===== src/rtl/pw_bend_scheduler.sv =====
// Pitch-bend scheduler: walks dirty voices through one shared multiplier
// and writes base_inc * bend_factor into the voice increment registers.
module pw_bend_scheduler #(
   parameter int NUM_VOICES = 8,
   parameter int VA_W       = 3,
   parameter int INC_W      = 24
) (
   input  logic              clk,
   input  logic              reset,
   input  logic [13:0]       pw_in,
   input  logic              pw_stb,
   input  logic              note_stb,
   input  logic [VA_W-1:0]   note_voice,
   output logic [13:0]       pw_out,
   input  logic [17:0]       factor_in,
   output logic [VA_W-1:0]   base_addr,
   input  logic [INC_W-1:0]  base_data,
   output logic [VA_W-1:0]   inc_addr,
   output logic [INC_W-1:0]  inc_out,
   output logic              inc_we,
   output logic              busy
);

   localparam int PROD_W = INC_W + 18;

   typedef enum logic [1:0] {
      S_IDLE,
      S_FETCH,
      S_MULT,
      S_WRITE
   } state_t;

   state_t                state_q, state_d;
   logic [13:0]           pw_q, pw_d;
   logic [NUM_VOICES-1:0] dirty_q, dirty_d;
   logic [VA_W-1:0]       base_addr_q, base_addr_d;
   logic [VA_W-1:0]       inc_addr_q, inc_addr_d;
   logic [INC_W-1:0]      inc_out_q, inc_out_d;
   logic                  inc_we_q, inc_we_d;
   logic                  busy_q, busy_d;

   logic [NUM_VOICES-1:0] set_mask;
   logic [NUM_VOICES-1:0] clr_mask;
   logic [VA_W-1:0]       sel_idx;
   logic [PROD_W-1:0]     prod;
   logic [INC_W-1:0]      prod_sat;

   // Strobes that would mark a voice dirty this cycle; out-of-range notes drop out
   always_comb begin
      set_mask = '0;
      for (int i = 0; i < NUM_VOICES; i++) begin
         if (pw_stb) set_mask[i] = 1'b1;
         if (note_stb && note_voice == VA_W'(i)) set_mask[i] = 1'b1;
      end
   end

   // Lowest-index dirty voice wins the next slot
   always_comb begin
      sel_idx = '0;
      for (int i = NUM_VOICES - 1; i >= 0; i--) begin
         if (dirty_q[i]) sel_idx = VA_W'(i);
      end
   end

   // Shared multiplier; base_data and factor are both stable through MULT
   always_comb begin
      prod = PROD_W'(base_data) * PROD_W'(factor_in);
      if (prod[PROD_W-1:INC_W+16] == '0) prod_sat = prod[INC_W+15:16];
      else prod_sat = '1;
   end

   // Next-state logic for the voice sequencer and its registered outputs
   always_comb begin
      state_d     = state_q;
      pw_d        = pw_stb ? pw_in : pw_q;
      base_addr_d = base_addr_q;
      inc_addr_d  = inc_addr_q;
      inc_out_d   = inc_out_q;
      inc_we_d    = 1'b0;
      clr_mask    = '0;
      unique case (state_q)
         S_IDLE: begin
            if (|dirty_q) begin
               base_addr_d       = sel_idx;
               clr_mask[sel_idx] = 1'b1;
               state_d           = S_FETCH;
            end
         end
         S_FETCH: state_d = S_MULT;
         S_MULT: begin
            inc_addr_d = base_addr_q;
            inc_out_d  = prod_sat;
            inc_we_d   = 1'b1;
            state_d    = S_WRITE;
         end
         S_WRITE: state_d = S_IDLE;
         default: state_d = S_IDLE;
      endcase
      // set after clear so a coincident strobe keeps the voice pending
      dirty_d = (dirty_q & ~clr_mask) | set_mask;
      busy_d  = (|dirty_d) | (state_d != S_IDLE);
   end

   // State register; reset aborts any sweep in progress
   always_ff @(posedge clk) begin
      if (reset) begin
         state_q     <= S_IDLE;
         pw_q        <= 14'h2000;
         dirty_q     <= '0;
         base_addr_q <= '0;
         inc_addr_q  <= '0;
         inc_out_q   <= '0;
         inc_we_q    <= 1'b0;
         busy_q      <= 1'b0;
      end else begin
         state_q     <= state_d;
         pw_q        <= pw_d;
         dirty_q     <= dirty_d;
         base_addr_q <= base_addr_d;
         inc_addr_q  <= inc_addr_d;
         inc_out_q   <= inc_out_d;
         inc_we_q    <= inc_we_d;
         busy_q      <= busy_d;
      end
   end

   assign pw_out    = pw_q;
   assign base_addr = base_addr_q;
   assign inc_addr  = inc_addr_q;
   assign inc_out   = inc_out_q;
   assign inc_we    = inc_we_q;
   assign busy      = busy_q;

endmodule


===== config.mk =====
export PLATFORM = sky130hd
export DESIGN_NAME = pw_bend_scheduler
export DESIGN_NICKNAME = d
export VERILOG_FILES = /design/src/rtl/pw_bend_scheduler.sv
export SDC_FILE = /design/constraint.sdc
export NUM_CORES = 1
export LEC_CHECK = 0
export BUFFER_PORTS_ARGS = -buffer_cell sky130_fd_sc_hd__buf_2
export CORE_ASPECT_RATIO = 0.6
export CORE_UTILIZATION = 50
export DETAILED_ROUTE_END_ITERATION = 16
export PLACE_DENSITY = 0.8
export SYNTH_ARGS = -nofsm -noshare
export SYNTH_HDL_FRONTEND = slang
export SYNTH_SLANG_ARGS = --single-unit

===== constraint.sdc =====
create_clock -name clk -period 18.9 [get_ports clk]
set_input_delay 2.835 -clock clk [delete_from_list [all_inputs] [get_ports clk]]
set_output_delay 2.835 -clock clk [all_outputs]
set_load 0.05 [all_outputs]

## Yosys cells after proc, flatten, opt, wreduce, memory -nomap -nowiden

Index checks and enable logic that the tools add are counted.
W data, S select, Z words.

| storage, ports and cells | value |
|---|---|
| word-level logic and storage cells | 66 |
| output and inout bits | 46 |
| register bits | 56 |
| bits of input ports | 63 |

| cells by class | value |
|---|---|
| $mul | 1 |
| multiplexer cells | 25 |
| bitwise logic cells | 4 |
| order comparisons | 2 |
| reduce and logical (&&, ||, !) cells | 16 |
| equal/unequal tests | 10 |

Operators by type and width:

| cell | count |
|---|---|
| $mul A24 B18 Y42 | 1 |
| $mux W24 | 1 |
| $mux W3 | 8 |
| $mux W8 | 2 |
| $reduce_or A8 Y1 | 2 |
| $eq A3 B3 Y1 const B | 4 |
| $mux W1 | 11 |
| $logic_and A1 B1 Y1 | 9 |
| $and A8 B8 Y8 | 1 |
| $not A8 Y8 | 1 |
| $or A8 B8 Y8 | 1 |
| $pmux W2 S4 | 1 |
| $eq A3 B2 Y1 const B | 2 |
| $eq A2 B2 Y1 const B | 2 |
| $logic_not A2 Y1 | 2 |
| $lt A3 B4 Y1 const B | 1 |
| $demux W1 S3 | 1 |
| $eq A3 B1 Y1 const B | 1 |
| $ge A3 B1 Y1 const B | 1 |
| $logic_not A3 Y1 | 1 |
| $eq A2 B1 Y1 const B | 1 |
| $mux W2 | 1 |
| $reduce_and A2 Y1 | 1 |
| $reduce_bool A2 Y1 | 1 |
| $or A1 B1 Y1 | 1 |

## Logic depth before layout (Yosys ltp)

Gate-level depths: netlist (run 1).

| logic depth | value |
|---|---|
| word-level depth | 19 |
| gate-level depth with buffers | 25 |
| gate-level depth less buffers | 23 |

## Least setup slack after synthesis (run 1)

Ideal clock, no wire load.

| timing | value |
|---|---|
| path type | input -> register |
| start point | input base_data[21] |
| end point | register inc_out_q[14] (netlist: inc_out[14]) |
| stages | 25 |
| path buffers | 3 |
| arrival time | 8.642 ns |
| setup time | 0.146 ns |
| required time | 18.754 ns |
| setup slack | 10.112 ns |
| cells stage by stage | clkbuf_1 -> clkbuf_1 -> nand2_1 -> fa_1 -> inv_1 -> fa_1 -> inv_1 -> fa_1 -> inv_1 -> fa_1 -> fa_1 -> inv_1 -> fa_1 -> inv_1 -> ha_1 -> and3_1 -> and2_1 -> nand2_1 -> o221ai_2 -> a41o_1 -> a21oi_2 -> xnor2_2 -> nor3b_4 -> buf_6 -> a211oi_2 |

| between the ends | value |
|---|---|
| longest elaborated chain between the ends | 3 |

RTL lines:

| what | line | source |
|---|---|---|
| start, declared | 17 | `input logic [INC_W-1:0] base_data,` |
| $mul A24 B18 Y42 (*) | 67 | `prod = PROD_W'(base_data) * PROD_W'(factor_in);` |
| $logic_not A2 Y1 | 68 | `if (prod[PROD_W-1:INC_W+16] == '0) prod_sat = prod[INC_W+15:16];` |
| $mux W24 (*) | 68 |  |
| end signal, assigned | 121 | `inc_out_q <= inc_out_d;` |
| end, declared | 38 | `logic [INC_W-1:0] inc_out_q, inc_out_d;` |

Mark *: on every way between the ends. The rest lies on a longest branch, timed or not.
A chain may end at the register's enable or synchronous reset.

## Worst setup path after layout (run 1)

| timing | value |
|---|---|
| start point | input factor_in[3] |
| end point | register inc_out_q[3] (netlist: inc_out[3]) |

| between the ends | value |
|---|---|
| longest elaborated chain between the ends | 3 |

RTL lines:

| what | line | source |
|---|---|---|
| start, declared | 15 | `input logic [17:0] factor_in,` |
| $mul A24 B18 Y42 (*) | 67 |  |
| $logic_not A2 Y1 | 68 |  |
| $mux W24 (*) | 68 |  |

Marked as above.

==> impl_results.md, run 1 <==
* Result of the run: completed
* Pin count of the biggest net entering global routing at 57
* Initial standard-cell utilization of the core at 0.517
* Final setup skew at 0.00526 ns
* 1st-pass router iterations at 5
* CTS tree: yes
* Clock buffers created by TritonCTS at 5
* Number of synthesized flops with an enable pin at 0
* I/O Buffers at approximately 110
* Top Ports at approximately 110
* Netlist area before placement at about 0.016 mm^2
* Endpoint required time on the critical path at 19.02 ns
* Post-route setup TNS at 0 ns
* Floorplan die height at 140 um
* Die outline area at 0.0323 mm^2
* Total congestion overflow after global routing at 0
* Commonest cells in the synthesized netlist: 438 x inv_1, 350 x fa_1, 316 x nand2_1, 154 x and2_1, 116 x ha_1
* Routed len/inst at roughly 17 um
* Ranking of synthesized cells by area: fa_1 44%, inv_1 10%, ha_1 9.2%
* First-pass GRT wire length at 67200 um
* Number of failing setup endpoints in the final timing report at 0
* Final cell count without fillers at about 2300
* Critical-path maximum fanout at 24
* Vias/cell at around 5.4
* Sequential cell area fraction in the yosys report at 0.0710
* Worst slew margin relative to its limit at 0.209
* Total instance count after detailed placement at between 2000 and 2500
* Number of fill cells at roughly 2700
* Type of destination of the critical path: flop
* Netlist cell types at 57
* Area of the core region at between 0.03 and 0.04 mm^2
* Post-synth top area share at 0.444
* Number of remaining DRC errors at 0
* Placed wire-length estimate at about 32000 um
* Leading area contributor after synthesis: fa_1
* Count of maximum capacitance violations at 0
* Fin crit share at 0.486
* Global-route met1 utilization at 0.368
* Setup repair after global routing missed its margin: false
* Weighted congestion reported at the end of routability-driven placement at 0.960
* Number of global-route vias before repair at ~13000
* Number of design-rule violations left by the first detailed-router iteration at 877
* Remaining antenna violation count after routing at 0
* Number of gates given a new drive strength after cts at 0
* CTS H-Tree Depth at 2
* Most used routing layer in global routing: met2
* Signed area change from the synthesized netlist to the final layout at 5.52%
* Commonest register cell after synthesis: dfxtp_1
* Category of the critical setup timing path: input pin to flop
* Cells after synthesis at 1828
* Wire length after detailed routing at around 40000 um
* Antenna fix cells at 0
* Number of synthesis warnings at 0
* Startpoint type of the worst setup path: input pin
* Net count reported at finish at approximately 2400
* Most instantiated library cell after synthesis: inv_1
* FF+latch count, synth at between 50 and 60
* Fraction of final layout cells with drive strength greater than 1 at 0.0812
* Detailed-route via count at ~12000
* GRT Util Overall at 0.262
* Met2 capacity usage during global routing at 0.410
* Crit path time final at between 9 and 10 ns
* Share of flip-flops with an asynchronous set or reset after synthesis at 0
* Area of the multi-input gates at around 0.013 mm^2
* Count of hold buffers inserted by post-cts repair at 0
* Net Count, Synth at 2357
* Floorplan row count at between 40 and 50
* Clock Tree Buf Depth at 2
* Number of buffers added for setup after CTS at 0
* Clock insertion delay at the later pin of the skew report at about 0.29 ns
* Number of slew-limit violations in the final report at 0
* Upper clock frequency limit at between 100 and 150 MHz
* Number of antenna violations at the first check in global routing at 0
* Storage element area at between 0.001 and 0.0015 mm^2
* Met3 routing resource usage after global routing at 0.0570
* Clock Sinks at 56
* Die X-Extent at 231 um
* Final Hold Fails at 0
* Hold WC Path Type: flop to flop
* Post-Syn Area per Cell at around 8.6 um^2
* Arrival time of the worst setup path at 9.31 ns
* Least-Margin Pin Slew at about 1.2 ns
* Cell at the root of the clock tree: clkbuf_16
* Clock input transition at the sequential cells of the worst setup and hold paths at ~0.070 ns
-- critical path: stages --
cell and delay, ns:
buf_2 0.42, nand2_1 0.16, fa_1 0.54, fa_1 0.57, fa_1 0.44, fa_1 0.55, inv_1 0.05, fa_1 0.50
inv_1 0.07, fa_1 0.48, inv_1 0.05, ha_1 0.29, o21ai_1 0.09, a21oi_1 0.08, a211oi_1 0.62, nor4_2 0.11
o21ai_1 0.29, a21oi_1 0.16, a31o_2 0.29, nor3b_4 0.15, buf_4 0.36, a211oi_1 0.14
-- routing by layer --
metal  part of all wire  wire length [um]
met4              0.023               918
met2               0.45             17700
met1               0.43             17000
met5                  0                 0
met3              0.095              3770
-- layout by cell type (no fill, tap or decap), types with 4 or more instances in the layout --
cell / netlist / final
buf_2: 0 / 108
dfxtp_1: 56 / 56
ha_1: 116 / 116
o21ai_1: 7 / 7
clkbuf_16: 0 / 5
nor2_1: 75 / 75
a21o_1: 12 / 12
mux2i_1: 17 / 17
nor2b_1: 8 / 8
a21oi_1: 40 / 40
a211oi_2: 21 / 21
and2_1: 154 / 154
o21bai_1: 5 / 5
o21ai_0: 15 / 15
xor2_1: 11 / 11
nand3_1: 9 / 9
nor3_1: 11 / 11
a211oi_1: 7 / 7
fa_1: 350 / 350
inv_1: 438 / 438
xnor2_1: 15 / 15
a221oi_1: 4 / 4
nand2_1: 316 / 316
and3_1: 7 / 7
-- sequential cells by signal (all words and copies together) (netlist names) --
| register | count |
|---|---|
| inc_we | 1 |
| dirty_q | 8 |
| inc_out | 24 |
| pw_out | 14 |
| busy | 1 |
| state_q | 2 |
| inc_addr | 3 |
| base_addr | 3 |
-- logic make-up (layout without fill, tap and decap cells) --
group	count (synthesis)	after routing	share of synthesized area
compound gates	139	139	0.0658
xor+xnor	27	27	0.0154
fa+ha+maj	466	466	0.535
buf+inv	524	556	0.125
flops	56	56	0.0710
mux	17	17	0.0108
simple gates	599	599	0.176
-- cell type report --
type / instances / area share
multi-input cells: 1248 / 0.762
inverters: 438 / 0.0986
flip-flops and latches: 56 / 0.0673
repair buffers: 110 / 0.0333
clock inverters: 3 / 0.00113
well taps: 408 / 0.0306
clock buffers: 5 / 0.00751
-- worst paths after layout --
| check | from | end | slack, ns | cells past startpoint |
|---|---|---|---|---|
| setup / recovery | factor_in[3] | inc_out[3] | 9.71 | 22 |
| hold / removal | base_addr[1] | base_addr[1] | 0.49 | 2 |
| setup reg to reg | dirty_q[1] | busy | 16.56 | 5 |
| hold reg to reg | base_addr[1] | base_addr[1] | 0.49 | 2 |
-- metrics by stage --
| stage | instance area (um^2) | utilization | hold slack (ns) | setup WS, ns |
|---|---|---|---|---|
| finish | 16700 | 0.546 | 0.486 | 9.71 |
| global route | 16700 | 0.546 | 0.522 | 9.41 |
| CTS | 16700 | 0.546 | 0.489 | 9.77 |
| detailed placement | 16500 | 0.541 | 0.476 | 9.50 |
| global placement | 16500 | 0.541 | 0.457 | 9.56 |
| floorplan | 15800 | - | 0.492 | 10.11 |
Power of run 1 is left out: the tool's default activity adds up to more than one toggle a clock period on the data nets, which glitch-free logic cannot reach.
==> inputs of run 2 (changes only) <==
- PLACE_DENSITY: 0.8 -> 0.83
- clock period: 18.9 -> 7.9 ns (I/O delays scaled with it)
==> impl_results.md, run 2 (synthesis results as in run 1) <==
* Number of buffers added for setup after CTS at 0
* Number of global-route vias before repair at around 14000
* Clock Sinks at 56
* Clock Tree Buf Depth at 2
* Placed wire-length estimate at 33300 um
* Total congestion overflow after global routing at 0
* CTS H-Tree Depth at 2
* Endpoint required time on the critical path at approximately 8 ns
* Fin area at about 0.017 mm^2
* Category of the critical setup timing path: input pin to flop
* First-pass GRT wire length at roughly 67000 um
* Clock insertion delay at the later pin of the skew report at 0.29 ns
* Count of hold buffers inserted by post-cts repair at 0
* Weighted congestion reported at the end of routability-driven placement at 0.945
* Routed len/inst at around 18 um
* Result of the run: completed
* Pin count of the biggest net entering global routing at 57
* Remaining antenna violation count after routing at 0
* Fin crit share at 0.928
* Upper clock frequency limit at 136 MHz
* Hold WC Path Type: flop to flop
* Final Hold Fails at 0
* Number of failing setup endpoints in the final timing report at 0
* Fraction of final layout cells with drive strength greater than 1 at 0.0871
* CTS tree: yes
* Number of remaining DRC errors at 0
* Clock buffers created by TritonCTS at 5
* Startpoint type of the worst setup path: input pin
* Number of design-rule violations left by the first detailed-router iteration at a little under 1000
* Worst slew margin relative to its limit at 0.183
* Cell count of the worst reg-to-reg path at 5
* Number of antenna violations at the first check in global routing at 2
* Net count reported at finish at 2400
* Area of the core region at around 0.03 mm^2
* Wire length after detailed routing at 40500 um
* Initial standard-cell utilization of the core at 0.517
* Count of maximum capacitance violations at 0
* 1st-pass router iterations at 5
* Instance count along the most critical hold path at 2
* Top Ports at ~110
* Clock input transition at the sequential cells of the worst setup and hold paths at roughly 0.070 ns
* Post-route setup TNS at 0 ns
* Die outline area at 0.0323 mm^2
* Type of destination of the critical path: flop
* Number of fill cells at roughly 2700
* Signed area change from the synthesized netlist to the final layout at 6.38%
* Area of the multi-input gates at ~0.013 mm^2
* Final setup skew at between 0.005 and 0.006 ns
* GRT Util Overall at 0.264
* Arrival time of the worst setup path at roughly 7.5 ns
* Number of slew-limit violations in the final report at 0
* Crit path time final at approximately 7.3 ns
* Floorplan row count at approximately 50
* Worst hold slack across all endpoints at between 0.4 and 0.5 ns
* Most frequent standard cell in the layout excluding fill and tap cells: inv_1
* Critical-path maximum fanout at 24
* Vias/cell at approximately 5.4
* Least-Margin Pin Slew at between 1 and 1.5 ns
* Post-place instance area at 0.0166 mm^2
* Max FFs per register at 24
* Cell at the root of the clock tree: clkbuf_16
* Floorplan die height at ~140 um
* Storage element area at 0.00112 mm^2
* Detailed-route via count at 12300
* I/O Buffers at roughly 110
* Commonest cells after routing, fill and taps aside: 438 x inv_1, 350 x fa_1, 316 x nand2_1
* Setup repair after global routing missed its margin: false
* Die X-Extent at about 230 um
* Number of gates given a new drive strength after cts at 0
run 2: cell count changes in the layout (fill, tap and decap cells not counted), sizes merged:
cell	before	now
buf	110	122
clkinv	3	0
diode	0	2
bufinv	0	1
clkinvlp	0	1
inv	438	439
run 2: cell type report:
cell class / count / share of cell area
multi-input cells: 1248 / 0.755
inverters: 438 / 0.0978
flip-flops and latches: 56 / 0.0667
repair buffers: 122 / 0.0392
well taps: 408 / 0.0304
clock buffers: 5 / 0.00745
clock inverters: 3 / 0.00276
diodes: 2 / 0.000298
run 2: layer usage:
metal | up-vias | part of all wire | track usage
met4 | 0 | 0.024 | 0.0641
met1 | 6190 | 0.41 | 0.360
met5 | - | 0 | 0
met2 | 589 | 0.46 | 0.433
met3 | 92 | 0.099 | 0.0506
li1 | 5459 | - | -
run 2: through the flow:
stage	std cells	util	worst slack, ns
after floorplan	1828	-	0.762
after global placement	2272	0.545	0.538
after detailed placement	2272	0.545	0.424
after CTS	2280	0.550	0.702
after global routing	2282	0.550	0.396
final	2282	0.550	0.566
run 2: critical path: stages:
cell and delay (ns):
buf_2 0.48, nand2_1 0.16, fa_1 0.52, inv_1 0.05, fa_1 0.50, inv_1 0.06, fa_1 0.55, inv_1 0.06
fa_1 0.40, fa_1 0.52, inv_1 0.05, fa_1 0.47, inv_1 0.04, ha_1 0.33, a21oi_1 0.19, o211ai_1 0.15
a21o_1 0.24, a21oi_1 0.29, nand2_2 0.15, a311oi_1 0.54, o21ai_1 0.18, xnor2_1 0.23, a211oi_2 0.09
run 2: final timing paths:
kind	startpoint	to	slack [ns]
max reg2reg	dirty_q[1]	busy	5.53
max	factor_in[10]	inc_out[22]	0.57
min reg2reg	pw_out[4]	pw_out[4]	0.49
min	pw_out[4]	pw_out[4]	0.49
Power of run 2 is left out for the same reason.
